File: config.mk
export PLATFORM = sky130hd
export DESIGN_NAME = uart_rx_fifo_flat
export DESIGN_NICKNAME = d
export VERILOG_FILES = /design/src/rtl/uart_rx_fifo_if.sv /design/src/rtl/uart_rx_fifo.sv /design/src/flat_wrapper.sv
export SDC_FILE = /design/constraint.sdc
export NUM_CORES = 1
export LEC_CHECK = 0
export BUFFER_PORTS_ARGS = -buffer_cell sky130_fd_sc_hd__buf_2
export CAP_MARGIN = 25
export CORE_ASPECT_RATIO = 0.8
export CORE_MARGIN = 8
export CORE_UTILIZATION = 40
export CTS_BUF_LIST = sky130_fd_sc_hd__clkbuf_8 sky130_fd_sc_hd__clkbuf_16
export DETAILED_ROUTE_END_ITERATION = 16
export GPL_ROUTABILITY_DRIVEN = 1
export SLEW_MARGIN = 25
export SYNTH_ARGS = -nofsm -noshare
export SYNTH_HDL_FRONTEND = slang
export SYNTH_SLANG_ARGS = --single-unit
File: constraint.sdc
create_clock -name clock -period 5.7 [get_ports clock]
set_input_delay 0.285 -clock clock [delete_from_list [all_inputs] [get_ports clock]]
set_output_delay 0.285 -clock clock [all_outputs]
set_load 0.02 [all_outputs]
File: src/rtl/uart_rx_fifo_if.sv
// Bus bundle between the UART receiver/FIFO and its host: serial line in, pop/clear strobes in,
// FIFO head, occupancy, error flags and interrupt out.
interface uart_rx_fifo_if #(
   parameter int fifoDepth = 8
);
   logic                       serialDataInput;
   logic                       readPop;
   logic                       errorClear;
   logic [7:0]                 readData;
   logic                       dataAvailable;
   logic [$clog2(fifoDepth):0] fifoCount;
   logic                       overrunError;
   logic                       framingError;
   logic                       rxInterrupt;

   modport master (
      output serialDataInput, readPop, errorClear,
      input  readData, dataAvailable, fifoCount, overrunError, framingError, rxInterrupt
   );

   modport slave (
      input  serialDataInput, readPop, errorClear,
      output readData, dataAvailable, fifoCount, overrunError, framingError, rxInterrupt
   );
endinterface

File: src/rtl/uart_rx_fifo.sv
// 8N1 UART receiver feeding a show-ahead FIFO with sticky overrun/framing flags.
// Define UART_RX_IRQ_EN to build the registered rxInterrupt; otherwise it is tied low.
module uart_rx_fifo #(
   parameter int clocksPerBit = 108,
   parameter int fifoDepth    = 8
) (
   input logic           clock,
   input logic           resetActiveLow,
   uart_rx_fifo_if.slave bus
);
   localparam int TW = $clog2(clocksPerBit);
   localparam int PW = $clog2(fifoDepth);
   localparam int CW = PW + 1;
   localparam logic [TW-1:0] TIMER_HALF = TW'(clocksPerBit / 2);
   localparam logic [TW-1:0] TIMER_LAST = TW'(clocksPerBit - 1);

   typedef enum logic [1:0] {IDLE, START, DATA, STOP} state_t;

   logic sync_a, sync_b, valid_a, valid_b, armed;
   state_t state, state_n;
   logic [TW-1:0] timer, timer_n;
   logic [2:0] bit_idx, bit_n;
   logic [7:0] shift, shift_n;
   logic push_req, frame_err;

   logic [7:0] mem [fifoDepth];
   logic [PW-1:0] wr_ptr, rd_ptr;
   logic [CW-1:0] count;
   logic full, empty, pop_ok, push_ok, overrun_set;
   logic overrun, framing;

   // armed means the previous synchronized sample was a genuine high, so a line held low
   // through reset release never looks like a falling edge.
   always_ff @(posedge clock or negedge resetActiveLow) begin
      if (!resetActiveLow) begin
         sync_a  <= 1'b1;
         sync_b  <= 1'b1;
         valid_a <= 1'b0;
         valid_b <= 1'b0;
         armed   <= 1'b0;
      end else begin
         sync_a  <= bus.serialDataInput;
         sync_b  <= sync_a;
         valid_a <= 1'b1;
         valid_b <= valid_a;
         armed   <= valid_b & sync_b;
      end
   end

   always_ff @(posedge clock or negedge resetActiveLow) begin
      if (!resetActiveLow) begin
         state   <= IDLE;
         timer   <= '0;
         bit_idx <= '0;
         shift   <= '0;
      end else begin
         state   <= state_n;
         timer   <= timer_n;
         bit_idx <= bit_n;
         shift   <= shift_n;
      end
   end

   always_comb begin
      state_n   = state;
      timer_n   = timer;
      bit_n     = bit_idx;
      shift_n   = shift;
      push_req  = 1'b0;
      frame_err = 1'b0;
      case (state)
         IDLE: begin
            timer_n = '0;
            bit_n   = '0;
            if (armed && !sync_b) state_n = START;
         end
         START: begin
            if (timer == TIMER_HALF) begin
               timer_n = '0;
               state_n = sync_b ? IDLE : DATA;
            end else begin
               timer_n = timer + TW'(1);
            end
         end
         DATA: begin
            if (timer == TIMER_LAST) begin
               timer_n = '0;
               shift_n = {sync_b, shift[7:1]};
               bit_n   = bit_idx + 3'd1;
               if (bit_idx == 3'd7) state_n = STOP;
            end else begin
               timer_n = timer + TW'(1);
            end
         end
         STOP: begin
            if (timer == TIMER_LAST) begin
               timer_n   = '0;
               push_req  = sync_b;
               frame_err = !sync_b;
               state_n   = IDLE;
            end else begin
               timer_n = timer + TW'(1);
            end
         end
         default: state_n = IDLE;
      endcase
   end

   // A pop in the same cycle frees the slot, so a push onto a full FIFO is then accepted.
   assign full        = (count == CW'(fifoDepth));
   assign empty       = (count == '0);
   assign pop_ok      = bus.readPop && !empty;
   assign push_ok     = push_req && (!full || pop_ok);
   assign overrun_set = push_req && full && !pop_ok;

   always_ff @(posedge clock) begin
      if (push_ok) mem[wr_ptr] <= shift;
   end

   always_ff @(posedge clock or negedge resetActiveLow) begin
      if (!resetActiveLow) begin
         wr_ptr <= '0;
         rd_ptr <= '0;
         count  <= '0;
      end else begin
         if (push_ok) wr_ptr <= wr_ptr + PW'(1);
         if (pop_ok) rd_ptr <= rd_ptr + PW'(1);
         case ({push_ok, pop_ok})
            2'b10:   count <= count + CW'(1);
            2'b01:   count <= count - CW'(1);
            default: count <= count;
         endcase
      end
   end

   // Setting beats clearing when both land in the same cycle.
   always_ff @(posedge clock or negedge resetActiveLow) begin
      if (!resetActiveLow) begin
         overrun <= 1'b0;
         framing <= 1'b0;
      end else begin
         if (overrun_set) overrun <= 1'b1;
         else if (bus.errorClear) overrun <= 1'b0;
         if (frame_err) framing <= 1'b1;
         else if (bus.errorClear) framing <= 1'b0;
      end
   end

   assign bus.readData      = empty ? 8'h00 : mem[rd_ptr];
   assign bus.dataAvailable = !empty;
   assign bus.fifoCount     = count;
   assign bus.overrunError  = overrun;
   assign bus.framingError  = framing;

`ifdef UART_RX_IRQ_EN
   logic irq;

   always_ff @(posedge clock or negedge resetActiveLow) begin
      if (!resetActiveLow) irq <= 1'b0;
      else irq <= !empty | overrun | framing;
   end

   assign bus.rxInterrupt = irq;
`else
   assign bus.rxInterrupt = 1'b0;
`endif
endmodule

File: src/flat_wrapper.sv
// flat-port wrapper written by rule: the top's interface ports become plain ports
module uart_rx_fifo_flat 
#(
   parameter int clocksPerBit = 108,
   parameter int fifoDepth    = 8
)
  (clock, resetActiveLow, bus_serialDataInput, bus_readPop, bus_errorClear, bus_readData, bus_dataAvailable, bus_fifoCount, bus_overrunError, bus_framingError, bus_rxInterrupt);
  uart_rx_fifo_if #(.fifoDepth(fifoDepth)) bus_i ();
  input logic clock;
  input logic resetActiveLow;
  input wire logic [$bits(bus_i.serialDataInput)-1:0] bus_serialDataInput;
  input wire logic [$bits(bus_i.readPop)-1:0] bus_readPop;
  input wire logic [$bits(bus_i.errorClear)-1:0] bus_errorClear;
  output wire logic [$bits(bus_i.readData)-1:0] bus_readData;
  output wire logic [$bits(bus_i.dataAvailable)-1:0] bus_dataAvailable;
  output wire logic [$bits(bus_i.fifoCount)-1:0] bus_fifoCount;
  output wire logic [$bits(bus_i.overrunError)-1:0] bus_overrunError;
  output wire logic [$bits(bus_i.framingError)-1:0] bus_framingError;
  output wire logic [$bits(bus_i.rxInterrupt)-1:0] bus_rxInterrupt;
  assign bus_i.serialDataInput = bus_serialDataInput;
  assign bus_i.readPop = bus_readPop;
  assign bus_i.errorClear = bus_errorClear;
  assign bus_readData = bus_i.readData;
  assign bus_dataAvailable = bus_i.dataAvailable;
  assign bus_fifoCount = bus_i.fifoCount;
  assign bus_overrunError = bus_i.overrunError;
  assign bus_framingError = bus_i.framingError;
  assign bus_rxInterrupt = bus_i.rxInterrupt;
  uart_rx_fifo #(.clocksPerBit(clocksPerBit), .fifoDepth(fifoDepth)) u_core (.clock(clock), .resetActiveLow(resetActiveLow), .bus(bus_i));
endmodule
After elaboration in Yosys (flattened, before gate mapping)
Memories as Yosys holds them, arrays and structs flattened.
Index checks and enable logic that the tools add are counted.
{ "classes": {"n_bitwise": 1, "mux": 23, "addsub": 6, "n_eq_ne": 14, "n_reduce_logical": 20} }
{ "op_table": {"columns": ["op", "n"], "rows": [
  ["case mux 7 bit (3 select lines)", 1],
  ["two-way mux 7 bit", 2],
  ["two-way mux 2 bit", 6],
  ["!= test 2 x 1 -> 1 bit, second input constant", 5],
  ["adder 3 x 1 -> 3 bit, second input constant", 3],
  ["two-way mux 1 bit", 9],
  ["two-way mux 8 bit", 1],
  ["case mux 2 bit (4 select lines)", 1],
  ["case mux 4 bit (2 select lines)", 1],
  ["nonzero test 2 bit", 4],
  ["adder 7 x 1 -> 7 bit, second input constant", 1],
  ["equality test 7 x 6 -> 1 bit, second input constant", 1],
  ["equality test 7 bit, second input constant", 1],
  ["equality test 2 bit, second input constant", 3],
  ["case mux 3 bit (2 select lines)", 1],
  ["logical AND 1 bit", 5],
  ["AND reduction 5 bit", 1],
  ["adder 4 x 1 -> 4 bit, second input constant", 1],
  ["equality test 2 x 1 -> 1 bit, second input constant", 2],
  ["equality test 4 bit, second input constant", 1],
  ["logical NOT 1 bit", 4],
  ["logical NOT 4 bit", 1],
  ["AND reduction 2 bit", 2],
  ["subtractor 4 x 1 -> 4 bit, second input constant", 1],
  ["other kinds (6)", 6]
]} }
{ "word_totals": {"wordCells": 79, "out_inout_bits": 16, "reg_bits": 37, "ramBits": 64, "in_bits": 5, "mem_count": 1} }
{ "mem_list": {"columns": ["name", "words", "word_bits", "rd", "rd_clocked_by_memory_dff", "wr", "line", "text"], "rows": [
  ["u_core.mem", 8, 8, 1, 0, 1, "uart_rx_fifo.sv:26", "logic [7:0] mem [fifoDepth];"]
]} }

Longest topological paths before layout
{ "depth": {"ltp_word": 7, "depth_mapped": 12, "ltp_nobuf": 10} }

Worst setup path after synthesis
No wires, ideal clock.
{ "synth_path": {"kind": "reg2reg", "start": "register u_core.count[0] (netlist: u_core.bus.fifoCount[0])", "end": "register u_core.count[2] (netlist: u_core.bus.fifoCount[2])", "setup_time_ns": 0.080, "t_arrival_ns": 2.444, "setup_slack_ns": 3.176, "n_path_buf": 2, "t_required_ns": 5.620, "path_stages_with_launch": 13, "synth_period_minus_slack_ns": 2.524, "path_cell_list": "dfrtp_1 > buf_6 > or3_1 > buf_6 > nor2_8 > inv_4 > and2_4 > nand2_1 > xnor2_1 > ha_1 > or3_1 > mux2i_1 > xnor2_1"} }
{ "synth_via": {"elab_chain_cells": 7, "word_cells_on_any_way": 13, "classes_between": "2 x add/sub; 3 x eq/ne; 1 x mux; 7 x reduce/logical"} }
{ "synth_lines": {"columns": ["item", "line", "text"], "rows": [
  ["from (decl)", "uart_rx_fifo.sv:28", "logic [CW-1:0] count;"],
  ["from (signal assigned)", "uart_rx_fifo.sv:129", "2'b10: count <= count + CW'(1);"],
  ["from (signal assigned)", "uart_rx_fifo.sv:130", "2'b01: count <= count - CW'(1);"],
  ["from (signal assigned)", "uart_rx_fifo.sv:131", "default: count <= count;"],
  ["logical NOT 4 bit (*)", "uart_rx_fifo.sv:111", "assign empty = (count == '0);"],
  ["logical NOT 1 bit (*)", null, null],
  ["via bus_dataAvailable", "flat_wrapper.sv:15", "output wire logic [$bits(bus_i.dataAvailable)-1:0] bus_dataAvailable;"],
  ["logical AND 1 bit (*)", "uart_rx_fifo.sv:112", "assign pop_ok = bus.readPop && !empty;"],
  ["logical OR 1 bit", "uart_rx_fifo.sv:113", "assign push_ok = push_req && (!full || pop_ok);"],
  ["logical AND 1 bit", "uart_rx_fifo.sv:113", null],
  ["equality test 2 x 1 -> 1 bit / equality test 2 bit (equally long branches)", "uart_rx_fifo.sv:128", "case ({push_ok, pop_ok})"],
  ["case mux 4 bit (2 select lines) / nonzero test 2 bit (equally long branches)", null, null]
]} }
The timed path passes the listed nets; every way through them passes the cells marked *.
A chain may end at the register's enable or synchronous reset.

Final worst setup path
{ "layout_path": {"start": "register u_core.count[0] (netlist: u_core.bus.fifoCount[0])", "end": "register u_core.count[2] (netlist: u_core.bus.fifoCount[2])"} }
{ "layout_via": {"elab_chain_cells": 7, "word_cells_on_any_way": 13, "classes_between": "2 x add/sub; 3 x eq/ne; 1 x mux; 7 x reduce/logical"} }
{ "layout_lines": {"columns": ["item", "line"], "rows": [
  ["logical NOT 4 bit", "uart_rx_fifo.sv:111"],
  ["logical NOT 1 bit", "uart_rx_fifo.sv:112"],
  ["logical AND 1 bit", "uart_rx_fifo.sv:112"],
  ["logical OR 1 bit", "uart_rx_fifo.sv:113"],
  ["logical AND 1 bit", "uart_rx_fifo.sv:113"],
  ["equality test 2 x 1 -> 1 bit / equality test 2 bit (equally long branches)", "uart_rx_fifo.sv:128"],
  ["case mux 4 bit (2 select lines) / nonzero test 2 bit (equally long branches)", null]
]} }
Several ways; a longest one is shown, not always the timed one.

==> results.cfg <==
[final_layout]
drive_above_1_share_pct = 23.15
area_delta_synth_final_pct = 12.24
antenna_cells = 0
fin_util_pct = 45.14
fin_cells = 442
stdcell_area_um2 = 4820
fin_nets = 306

[timing]
slew_headroom_pct = 37.51
fin_crit_ps = 2601
fin_worst_skew_ps = 7.532
grt_setup_unrepaired = no
tightest_slew_ps = 933.9
fin_crit_sh_pct = 45.63
drv_slew = 0
holdWs_ps = 43.28
hold_viol_final = 0
max_freq_mhz = 384.5
setup_tns_ps = 0
setup_viol = 0
final.setup.worst_slack_ps = 3099

[setup_path]
r2r_slack_ps = 3100
end_kind = flop
arrival_ps = 2870
reg2reg_from = u_core.bus.fifoCount[0]$_DFFE_PN0P_
cp_max_fo = 10
startpoint = u_core.bus.fifoCount[0]$_DFFE_PN0P_
critPathKind = reg -> reg
cp_data_required_time_ps = 5970
start_kind = flop

[floorplan]
rows = 34
initial_utilization_pct = 40.22
die_w_um = 131.8
num_io_pins = 21
core-area_um2 = 10680
dieArea_um2 = 14330
die_h_um = 108.7

[route]
dr.pass1.iters = 4
drt_iter0_markers = 182
vias = 2278
ant_nets = 0
wl_mm = 7.808
drc_errors = 0
via_per_inst = 5.154
avgRoutedWirePerCell_um = 17.67

[clocking]
numCtsBuffers = 9
cts_tree = done
cts_num_sinks = 101
cts_root_buf = clkbuf_16
clockBufferDepth = 2
insertion_delay_ps = 340
cts_setup_buffers = 0
postCtsHoldBufs = 0
clkTransAtPathRegs_ps = 70
cts_max_level = 3
cts_resized = 0

[status]
status = finished, final reports clean

[global_route]
track_usage_pct = 11.84
antenna_found_initial = 0
grt_pass1_vias = 2337
grt_max_degree = 38
grt_pass1_wl_mm = 13.13
gr-total-overflow = 0

[pwr]
power_density_nw_per_um2 = 365.3
report.power.total_mw = 1.761
ir_worst_vdd_mv = 0.1578
p_leak_nw = 1.981

[synthesis]
yosysTopAreaCell = edfxtp_1
ys_types = 50
syn-num-nets = 290
ys_ff_latch = 101
synth-edff-count = 64
ys_top_cells_by_area = edfxtp_1, dfrtp_1, mux4_2, nor2_1, mux2_2
yosys-top-cells-count = edfxtp_1, dfrtp_1, nor2_1
synth_top_area_share_pct = 44.76
synth.most_common_cell = edfxtp_1
synth_ff_type = edfxtp_1
synthCells = 278
ys_seq_area_share_pct = 66.38
ys_async_sr_fraction_pct = 36.63
avgSynthCellArea_um2 = 15.45
yosysWarnings = 0
syn_area_um2 = 4294

[flow_run]
maxCapViolCount = 0

[placement]
io_buffers = 19
gp_congestion = 0.7666
pre_cts_ws_ps = 3085
place_hpwl_mm = 5.096
placed_area_um2 = 4506
place_inst = 427

[worst_hold_path]
hp-class = in -> reg
hold_start = bus_serialDataInput
## layout by cell type (no fill, tap or decap), types with 3 or more instances in the layout
cell / synthesis / layout
ha_1: 7 / 7
o32ai_1: 3 / 3
mux2_2: 9 / 9
mux4_2: 16 / 16
xor2_1: 3 / 3
inv_1: 6 / 7
buf_2: 3 / 19
mux2i_1: 10 / 10
nor3_1: 6 / 4
edfxtp_1: 64 / 64
xnor2_1: 8 / 8
nand2_1: 19 / 19
dfrtp_1: 35 / 34
a22o_1: 5 / 5
or3_1: 3 / 3
nor2_1: 28 / 28
nand2b_1: 5 / 5
nand3_1: 4 / 4
clkbuf_16: 0 / 9
## power breakdown
part           leakage, nW  internal, mW  switching, mW  total, mW
logic                0.594         0.120         0.0916      0.211
clock network        0.153         0.383          0.259      0.642
registers             1.23         0.797          0.111      0.907
## final timing paths
path                                                       end  cells past startpoint
max                        u_core.bus.fifoCount[2]$_DFFE_PN0P_                     10
min in group asynchronous  u_core.bus.fifoCount[0]$_DFFE_PN0P_                      1
max reg2reg                u_core.bus.fifoCount[2]$_DFFE_PN0P_                     10
min reg2reg                           u_core.valid_b$_DFF_PN0_                      0
min                                    u_core.sync_a$_DFF_PN1_                      1
max in group asynchronous         u_core.rd_ptr[0]$_DFFE_PN0P_                      1
## critical path, stage by stage, from the launching register on
cell,delay (ps)
dfrtp_1,490
or3_1,580
nor2_8,250
inv_4,50
and2_4,170
nand2_1,80
xnor2_1,70
ha_1,200
or3_1,340
mux2i_1,170
xnor2_1,140
## area by class of cell
cell class	instances	area (um^2)
multi-input combinational	156	1350
clock buffer	9	225.2
timing repair buffer	19	95.09
tap	144	180.2
fill	936	5858
clock inverter	6	88.84
inverter	7	28.78
sequential	101	2851
## registers in the layout (all words and copies together), names as in the netlist, 3 cells and up, named ones only
name,cells
u_core.shift,8
u_core.mem,64
u_core.timer,7
u_core.wr_ptr,3
u_core.bit_idx,3
u_core.rd_ptr,3
u_core.bus.fifoCount,4
## cell families after synthesis
family	share of synthesized area, %
DFF	66.38
and+or+nand+nor	9.266
muxes	13.35
AOI/OAI and AO/OA	4.138
buffers and inverters	2.418
xor gates and xnor gates	2.244
adders and majority gates	2.040
other	0.1749
## routing by layer
layer	global-route usage, %	vias to the layer above	part of all wire (%)
met5	0	-	0
met1	16.07	1147	49
met2	17.68	52	44
met3	3.775	6	6.1
met4	4.170	0	1.1
li1	-	1073	-
Power figures use the tool's default switching activity.
